**src/rtl/jmp_seq.sv**
```systemverilog
// jmp_seq: jump-instruction sequencer for the 8-bit CPU.
// When the decoder reports a jump, it fetches the two address operand bytes,
// high byte first, over a req/valid handshake. It then checks the branch
// condition against the flags captured at start and issues one PC-load pulse,
// carrying either the branch target or the skip address.
// Every output comes from a flop. Output values are computed from the next
// state, so each output lines up with the state it describes.
module jmp_seq #(
  parameter int TIMEOUT = 16
) (
  input  logic        clk,
  input  logic        rst,
  input  logic        start,
  input  logic [7:0]  cins,
  input  logic [15:0] pc_in,
  input  logic        zflag,
  input  logic        oflag,
  input  logic        cflag,
  input  logic        sflag,
  output logic        mem_req,
  output logic [15:0] mem_addr,
  input  logic [7:0]  mem_rdata,
  input  logic        mem_rvalid,
  output logic        busy,
  output logic        pc_load,
  output logic [15:0] pc_next,
  output logic        taken,
  output logic        err
);

  // The wait counter must be wide enough to hold TIMEOUT - 1.
  localparam int CW = (TIMEOUT > 1) ? $clog2(TIMEOUT + 1) : 1;

  typedef enum logic [1:0] {
    IDLE     = 2'd0,
    FETCH_HI = 2'd1,
    FETCH_LO = 2'd2,
    RESOLVE  = 2'd3
  } state_t;

  state_t state_r, state_s;

  // Datapath registers and their next values.
  logic [7:0]    hi_r, hi_s;
  logic [7:0]    lo_r, lo_s;
  logic [15:0]   base_r, base_s;
  logic [3:0]    flags_r, flags_s;   // {z, o, c, s}, as captured at start
  logic [3:0]    cond_r, cond_s;
  logic          rel_r, rel_s;
  logic [CW-1:0] wait_r, wait_s;

  // Next values of the registered outputs.
  logic          mem_req_s;
  logic [15:0]   mem_addr_s;
  logic          busy_s;
  logic          pc_load_s;
  logic [15:0]   pc_next_s;
  logic          taken_s;
  logic          err_s;
  logic          wait_hit_s;

  // The opcode bits above the relative flag have no meaning for this block.
  logic unused_cins_s;
  assign unused_cins_s = ^cins[7:5];

  // Branch condition table. f = {z, o, c, s}. Selects 11 to 15 are never taken.
  function automatic logic cond_met(input logic [3:0] sel, input logic [3:0] f);
    logic z, o, c, s;
    z = f[3];
    o = f[2];
    c = f[1];
    s = f[0];
    case (sel)
      4'd0:    cond_met = 1'b1;
      4'd1:    cond_met = z;
      4'd2:    cond_met = ~z;
      4'd3:    cond_met = c;
      4'd4:    cond_met = c | z;
      4'd5:    cond_met = ~(c | z);
      4'd6:    cond_met = ~c;
      4'd7:    cond_met = o ^ s;
      4'd8:    cond_met = (o ^ s) | z;
      4'd9:    cond_met = ~(o ^ s);
      4'd10:   cond_met = (o ^ s) | ~z;
      default: cond_met = 1'b0;
    endcase
  endfunction

  // Fetch timeout: this wait cycle is the TIMEOUT-th cycle without rvalid.
  // A TIMEOUT of 0 disables the timeout.
  assign wait_hit_s = (TIMEOUT != 0) && (wait_r == CW'(TIMEOUT - 1));

  // State register.
  always_ff @(posedge clk or posedge rst) begin
    if (rst) begin
      state_r <= IDLE;
    end else begin
      state_r <= state_s;
    end
  end

  // Next-state logic, datapath updates and next output values.
  always_comb begin
    state_s    = state_r;
    hi_s       = hi_r;
    lo_s       = lo_r;
    base_s     = base_r;
    flags_s    = flags_r;
    cond_s     = cond_r;
    rel_s      = rel_r;
    wait_s     = wait_r;
    err_s      = 1'b0;
    mem_req_s  = 1'b0;
    mem_addr_s = 16'h0000;
    busy_s     = 1'b0;
    pc_load_s  = 1'b0;
    pc_next_s  = 16'h0000;
    taken_s    = 1'b0;

    case (state_r)
      IDLE: begin
        if (start) begin
          base_s  = pc_in;
          cond_s  = cins[3:0];
          rel_s   = cins[4];
          flags_s = {zflag, oflag, cflag, sflag};
          wait_s  = {CW{1'b0}};
          state_s = FETCH_HI;
        end else begin
          state_s = IDLE;
        end
      end

      FETCH_HI: begin
        if (mem_rvalid) begin
          hi_s    = mem_rdata;
          wait_s  = {CW{1'b0}};
          state_s = FETCH_LO;
        end else if (wait_hit_s) begin
          err_s   = 1'b1;
          wait_s  = {CW{1'b0}};
          state_s = IDLE;
        end else if (TIMEOUT != 0) begin
          wait_s  = wait_r + CW'(1);
        end else begin
          wait_s  = wait_r;
        end
      end

      FETCH_LO: begin
        if (mem_rvalid) begin
          lo_s    = mem_rdata;
          wait_s  = {CW{1'b0}};
          state_s = RESOLVE;
        end else if (wait_hit_s) begin
          err_s   = 1'b1;
          wait_s  = {CW{1'b0}};
          state_s = IDLE;
        end else if (TIMEOUT != 0) begin
          wait_s  = wait_r + CW'(1);
        end else begin
          wait_s  = wait_r;
        end
      end

      RESOLVE: begin
        state_s = IDLE;
      end

      default: begin
        state_s = IDLE;
      end
    endcase

    // Output values for the state about to be entered.
    busy_s = (state_s != IDLE);

    case (state_s)
      FETCH_HI: begin
        mem_req_s  = 1'b1;
        mem_addr_s = base_s;
      end
      FETCH_LO: begin
        mem_req_s  = 1'b1;
        mem_addr_s = base_s + 16'd1;
      end
      RESOLVE: begin
        pc_load_s = 1'b1;
        taken_s   = cond_met(cond_s, flags_s);
        if (taken_s) begin
          if (rel_s) begin
            pc_next_s = base_s + {hi_s, lo_s};
          end else begin
            pc_next_s = {hi_s, lo_s};
          end
        end else begin
          pc_next_s = base_s + 16'd2;
        end
      end
      default: begin
        mem_req_s  = 1'b0;
        mem_addr_s = 16'h0000;
      end
    endcase
  end

  // Datapath registers: operand bytes, base PC, latched flags and opcode fields, wait counter.
  always_ff @(posedge clk or posedge rst) begin
    if (rst) begin
      hi_r    <= 8'h00;
      lo_r    <= 8'h00;
      base_r  <= 16'h0000;
      flags_r <= 4'h0;
      cond_r  <= 4'h0;
      rel_r   <= 1'b0;
      wait_r  <= {CW{1'b0}};
    end else begin
      hi_r    <= hi_s;
      lo_r    <= lo_s;
      base_r  <= base_s;
      flags_r <= flags_s;
      cond_r  <= cond_s;
      rel_r   <= rel_s;
      wait_r  <= wait_s;
    end
  end

  // Registered outputs.
  always_ff @(posedge clk or posedge rst) begin
    if (rst) begin
      mem_req  <= 1'b0;
      mem_addr <= 16'h0000;
      busy     <= 1'b0;
      pc_load  <= 1'b0;
      pc_next  <= 16'h0000;
      taken    <= 1'b0;
      err      <= 1'b0;
    end else begin
      mem_req  <= mem_req_s;
      mem_addr <= mem_addr_s;
      busy     <= busy_s;
      pc_load  <= pc_load_s;
      pc_next  <= pc_next_s;
      taken    <= taken_s;
      err      <= err_s;
    end
  end

endmodule

```
**config.mk**
```make
export PLATFORM = sky130hd
export DESIGN_NAME = jmp_seq
export DESIGN_NICKNAME = d
export VERILOG_FILES = /design/src/rtl/jmp_seq.sv
export SDC_FILE = /design/constraint.sdc
export NUM_CORES = 1
export LEC_CHECK = 0
export CAP_MARGIN = 20
export CORE_UTILIZATION = 30
export CTS_BUF_LIST = sky130_fd_sc_hd__clkbuf_2 sky130_fd_sc_hd__clkbuf_4 sky130_fd_sc_hd__clkbuf_8
export DETAILED_ROUTE_END_ITERATION = 10
export PLACE_DENSITY = 0.45
export SLEW_MARGIN = 5
export SYNTH_ARGS = -nofsm -noshare
export SYNTH_HDL_FRONTEND = slang
export SYNTH_SLANG_ARGS = --single-unit
```
**constraint.sdc**
```tcl
create_clock -name clk -period 4.3 [get_ports clk]
set_input_delay 0.43 -clock clk [delete_from_list [all_inputs] [get_ports clk]]
set_output_delay 0.43 -clock clk [all_outputs]
set_load 0.005 [all_outputs]
```
Yosys cells after proc, flatten, opt, wreduce, memory -nomap -nowiden
Index checks and enable logic that the tools add are counted.
{"block": "totals", "output_inout_bits": 37, "ff_bits": 85}
{"block": "classes", "eq_ne": 18, "bitwise": 8, "n_addsub": 4, "n_reduce_logical": 7, "mux": 33}
{"operator": "2-to-1 mux 16 bit", "n": 5}
{"operator": "2-to-1 mux 8 bit", "n": 4}
{"operator": "one-hot mux 16 bit (2 select lines)", "n": 1}
{"operator": "adder 16 x 1 -> 16 bit (second input constant)", "n": 1}
{"operator": "adder 16 bit", "n": 1}
{"operator": "adder 16 x 2 -> 16 bit (second input constant)", "n": 1}
{"operator": "equality test 4 x 3 -> 1 bit (second input constant)", "n": 4}
{"operator": "2-to-1 mux 4 bit", "n": 4}
{"operator": "2-to-1 mux 5 bit", "n": 3}
{"operator": "equality test 4 bit (second input constant)", "n": 3}
{"operator": "one-hot mux 1 bit (11 select lines)", "n": 1}
{"operator": "2-to-1 mux 1 bit", "n": 10}
{"operator": "one-hot mux 5 bit (2 select lines)", "n": 1}
{"operator": "equality test 2 bit (second input constant)", "n": 4}
{"operator": "equality test 4 x 2 -> 1 bit (second input constant)", "n": 2}
{"operator": "one-hot mux 2 bit (4 select lines)", "n": 1}
{"operator": "2-to-1 mux 2 bit", "n": 3}
{"operator": "adder 5 x 1 -> 5 bit (second input constant)", "n": 1}
{"operator": "equality test 5 x 4 -> 1 bit (second input constant)", "n": 1}
{"operator": "equality test 2 x 1 -> 1 bit (second input constant)", "n": 2}
{"operator": "equality test 4 x 1 -> 1 bit (second input constant)", "n": 1}
{"operator": "zero test 4 bit", "n": 1}
{"operator": "inverter 1 bit", "n": 4}
{"operator": "nonzero test 2 bit", "n": 2}
{"operator": "other kinds (6)", "n": 9}

Depth between registers and ports, before layout
{"block": "logic_depth", "depth_word": 8, "depth_mapped": 17, "ltp_nobuf": 13}

Least setup slack after synthesis
No wires, ideal clock.
{"block": "synth_path", "path_kind": "register to register", "start": "register state_r[0]", "end": "register pc_next[14]", "path_stages_with_launch": 16, "setup_time_ps": 120, "required_ps": 4180, "slack_ps": 833, "path_buffers": 2, "t_arrival_ps": 3347, "path_cell_list": "dfrtp_1 > inv_1 > ha_1 > and2_1 > buf_6 > buf_6 > mux2_2 > ha_1 > fa_1 > a211oi_1 > o21ai_1 > a31oi_1 > nand3b_1 > mux2i_1 > o21ai_0 > o211a_1"}
{"block": "synth_between", "word_cells_on_any_way": 41}
{"item": "start, declared", "line": "41", "text": "state_t state_r, state_s;"}
{"item": "start signal, assigned", "line": "98", "text": "state_r <= state_s;"}
{"item": "zero test 2 bit (*)", "line": "120", "text": "case (state_r)"}
{"item": "2-to-1 mux 16 bit (*)", "line": "120"}
{"item": "via base_s[0]", "line": "46", "text": "logic [15:0] base_r, base_s;"}
{"item": "adder 16 bit", "line": "192", "text": "pc_next_s = base_s + {hi_s, lo_s};"}
{"item": "2-to-1 mux 16 bit", "line": "191", "text": "if (rel_s) begin"}
{"item": "2-to-1 mux 16 bit (*)", "line": "190", "text": "if (taken_s) begin"}
{"item": "2-to-1 mux 16 bit (*)", "line": "178", "text": "case (state_s)"}
{"item": "via pc_next_s[14]", "line": "57", "text": "logic [15:0] pc_next_s;"}
{"item": "end signal, assigned", "line": "243", "text": "pc_next <= pc_next_s;"}
{"item": "end, declared", "line": "26", "text": "output logic [15:0] pc_next,"}
The timed path passes the listed nets; every way through them passes the cells marked *. The select of a mux whose other input is x is not followed.
A chain may end at the register's enable or synchronous reset.

Worst setup path in the final report
{"block": "layout_path", "start": "register state_r[0]", "end": "register pc_next[14]"}
{"block": "layout_between", "word_cells_on_any_way": 41}
{"item": "equality test 2 bit", "line": "120"}
{"item": "2-to-1 mux 8 bit", "line": "120"}
{"item": "via lo_s[0]", "line": "45", "text": "logic [7:0] lo_r, lo_s;"}
{"item": "adder 16 bit", "line": "192"}
{"item": "2-to-1 mux 16 bit", "line": "191"}
{"item": "2-to-1 mux 16 bit", "line": "190"}
{"item": "2-to-1 mux 16 bit", "line": "178"}
{"item": "via pc_next_s[14]", "line": "57"}
The timed path passes the listed nets, and every way through them passes these cells. The select of a mux whose other input is x is not followed.

==> impl_metrics.tcl <==
set metrics [dict create \
    seq_area_um2 2130 \
    fin_nets 653 \
    first_pass_iters 4 \
    drt_iter0_drc 212 \
    layout_commonest_cell "dfrtp_1" \
    fin_crit_sh 0.863 \
    groute.usage.overall 0.171 \
    place.gp.congestion 0.812 \
    cts_hold_buf 0 \
    fin_skew_ns 0.0125 \
    critPathKind "flip-flop to flip-flop" \
    postRouteWirelength_um 14000 \
    leakagePower_nw 2.75 \
    avgSynthCellArea_um2 10.2 \
    cts_buffers 9 \
    min_period_ns 3.71 \
    first_global_vias 4080 \
    ys.flop_type "dfrtp_1" \
    final-setup-viol-count 0 \
    max-cap-violations 0 \
    routed_via_density 4.90 \
    cts_root_buffer "clkbuf_8" \
    dpl.hpwl_um 10500 \
    cts_tree "built" \
    synth_nets 570 \
    cts_sinks 85 \
    synth-seq-cells 85 \
    status "complete, no violations" \
    drive_gt1_frac 0.154 \
    ant_nets 0 \
    pre_cts_slack_ns 0.373 \
    min_path_type "input pin to async pin" \
    rows 47 \
    start_util 0.308 \
    dieArea_um2 17600 \
    vias 3976 \
    die_w_um 133 \
    diodes 0 \
    core_area_um2 16600 \
    cts.path.max_buffers 2 \
    hold_ws_ns 0.295 \
    area.growth.synth_to_final_pct 24.6 \
    reg2reg_slack_ns 0.59 \
    multi_input_area_um2 2780 \
    relSlewSlack 0.535 \
    final_cell_mix "dfrtp_1 (85), clkdlybuf4s50_1 (73), nand2_1 (54)" \
    drc 0 \
    grt_overflow 0 \
    worst_slew_pin_slew_ns 0.696 \
    ys_types 69 \
    cp-start-kind "flip-flop" \
    fp.dieH_um 133 \
    pin_count 77 \
    syn_area_um2 5120 \
    insertion_delay_ns 0.39 \
    io_buffers 73 \
    cp-end-kind "flip-flop" \
    rsz0062_at_grt "no" \
    postCtsSetupBuffers 0 \
    crit_fanout 5 \
    power_density_nw_per_um2 782 \
    htree_num_levels 3 \
    wire_per_inst_um 17.3 \
    drv_slew 0 \
    yosys_warnings 0 \
    setup_ws_ns 0.587 \
    crit_arrival_ns 4.00 \
    seq_area_frac_synth 0.415 \
    synth_edf_count 0 \
    cp_data_required_time_ns 4.58 \
    grt_pass1_wl_um 22700 \
    antenna_found_initial 0 \
    postCtsResizedCells 0 \
    syn_inst 503 \
    tns_ns 0 \
    synthArstFlopShare 1.00 \
    grt_max_degree 58 \
    fmax_mhz 269 \
    ir_drop_mv 0.294 \
    hold_viol_final 0 \
    fillers 1687 \
    path_clk_slew_ns 0.09 \
]
[worst max-delay path, stage by stage (launching register included)]
cell and delay [ns]:
dfrtp_1 0.38, inv_1 0.08, ha_1 0.23, nand2_1 0.29, mux2_2 0.41, ha_1 0.24
fa_1 0.44, a211oi_1 0.37, o21ai_1 0.22, a31oi_1 0.25, nand3b_1 0.17, mux2i_1 0.19
o21ai_0 0.11, o211a_1 0.23
[per-stage QoR]
step | total power, mW | util | cells | cell area (µm²)
2_1_floorplan | 3.56 | - | 503 | 5120
3_3_place_gp | 4.31 | 0.369 | 794 | 6140
3_5_place_dp | 4.35 | 0.369 | 794 | 6140
4_1_cts | 5.04 | 0.383 | 810 | 6370
5_1_grt | 5.42 | 0.384 | 811 | 6390
6_report | 5.00 | 0.384 | 811 | 6390
[path summary, 6_finish.rpt]
kind | depth (start not counted) | end | start
min in group clk | 2 | flags_r[0] | flags_r[0]
worst min-delay path | 2 | base_r[7] | rst
worst min register to register | 2 | flags_r[0] | flags_r[0]
worst max register to register | 13 | pc_next[14] | state_r[0]
max in group asynchronous | 3 | hi_r[0] | rst
worst max-delay path | 13 | pc_next[14] | state_r[0]
[power breakdown]
group,internal (mW),switching [mW],leakage [nW]
Clock,0.364,0.304,0.120
Sequential,1.07,0.0990,1.09
Combinational,1.33,1.83,1.54
Total,2.76,2.23,2.75
[synth_stat cells (all sizes together), types with 14 or more instances]
cell type,count,area share
dfrtp,85,0.42
mux2,25,0.057
inv,24,0.018
nor2b,15,0.018
nand2,54,0.040
o21ai,25,0.026
a21oi,23,0.023
xnor2,23,0.039
mux2i,18,0.038
a211oi,14,0.027
nor2,32,0.023
ha,26,0.063
[cell families after synthesis]
kind of cell	after synthesis	synth area share
flip-flops	85	0.415
XOR/XNOR	35	0.0598
AO/OA/AOI/OAI	117	0.167
multiplexers	43	0.0955
AND/OR/NAND/NOR	153	0.152
adder cells (fa/ha/maj)	27	0.0674
buffers and inverters	43	0.0427
[flip-flops by register name, indices dropped and copies added (netlist names)]
register	cells
base_r	16
busy	1
cond_r	4
err	1
flags_r	4
hi_r	8
lo_r	8
mem_addr	16
mem_req	1
pc_load	1
pc_next	16
rel_r	1
state_r	2
taken	1
wait_r	5
[routing by layer]
layer | GRT usage | vias up | part of all wire
met5 | 0 | - | 0
met4 | 0.0690 | 0 | 0.019
met3 | 0.0261 | 16 | 0.030
met2 | 0.276 | 67 | 0.47
met1 | 0.229 | 1938 | 0.48
li1 | - | 1955 | -
[area by class of cell]
cell class / instances / share of cell area
Sequential cell: 85 / 0.333
Clock buffer: 12 / 0.0249
Timing Repair Buffer: 91 / 0.138
Multi-Input combinational cell: 375 / 0.436
Tap cell: 220 / 0.0431
Inverter: 24 / 0.0147
Clock inverter: 4 / 0.0110
No activity file was read; power rests on OpenSTA's default activity.
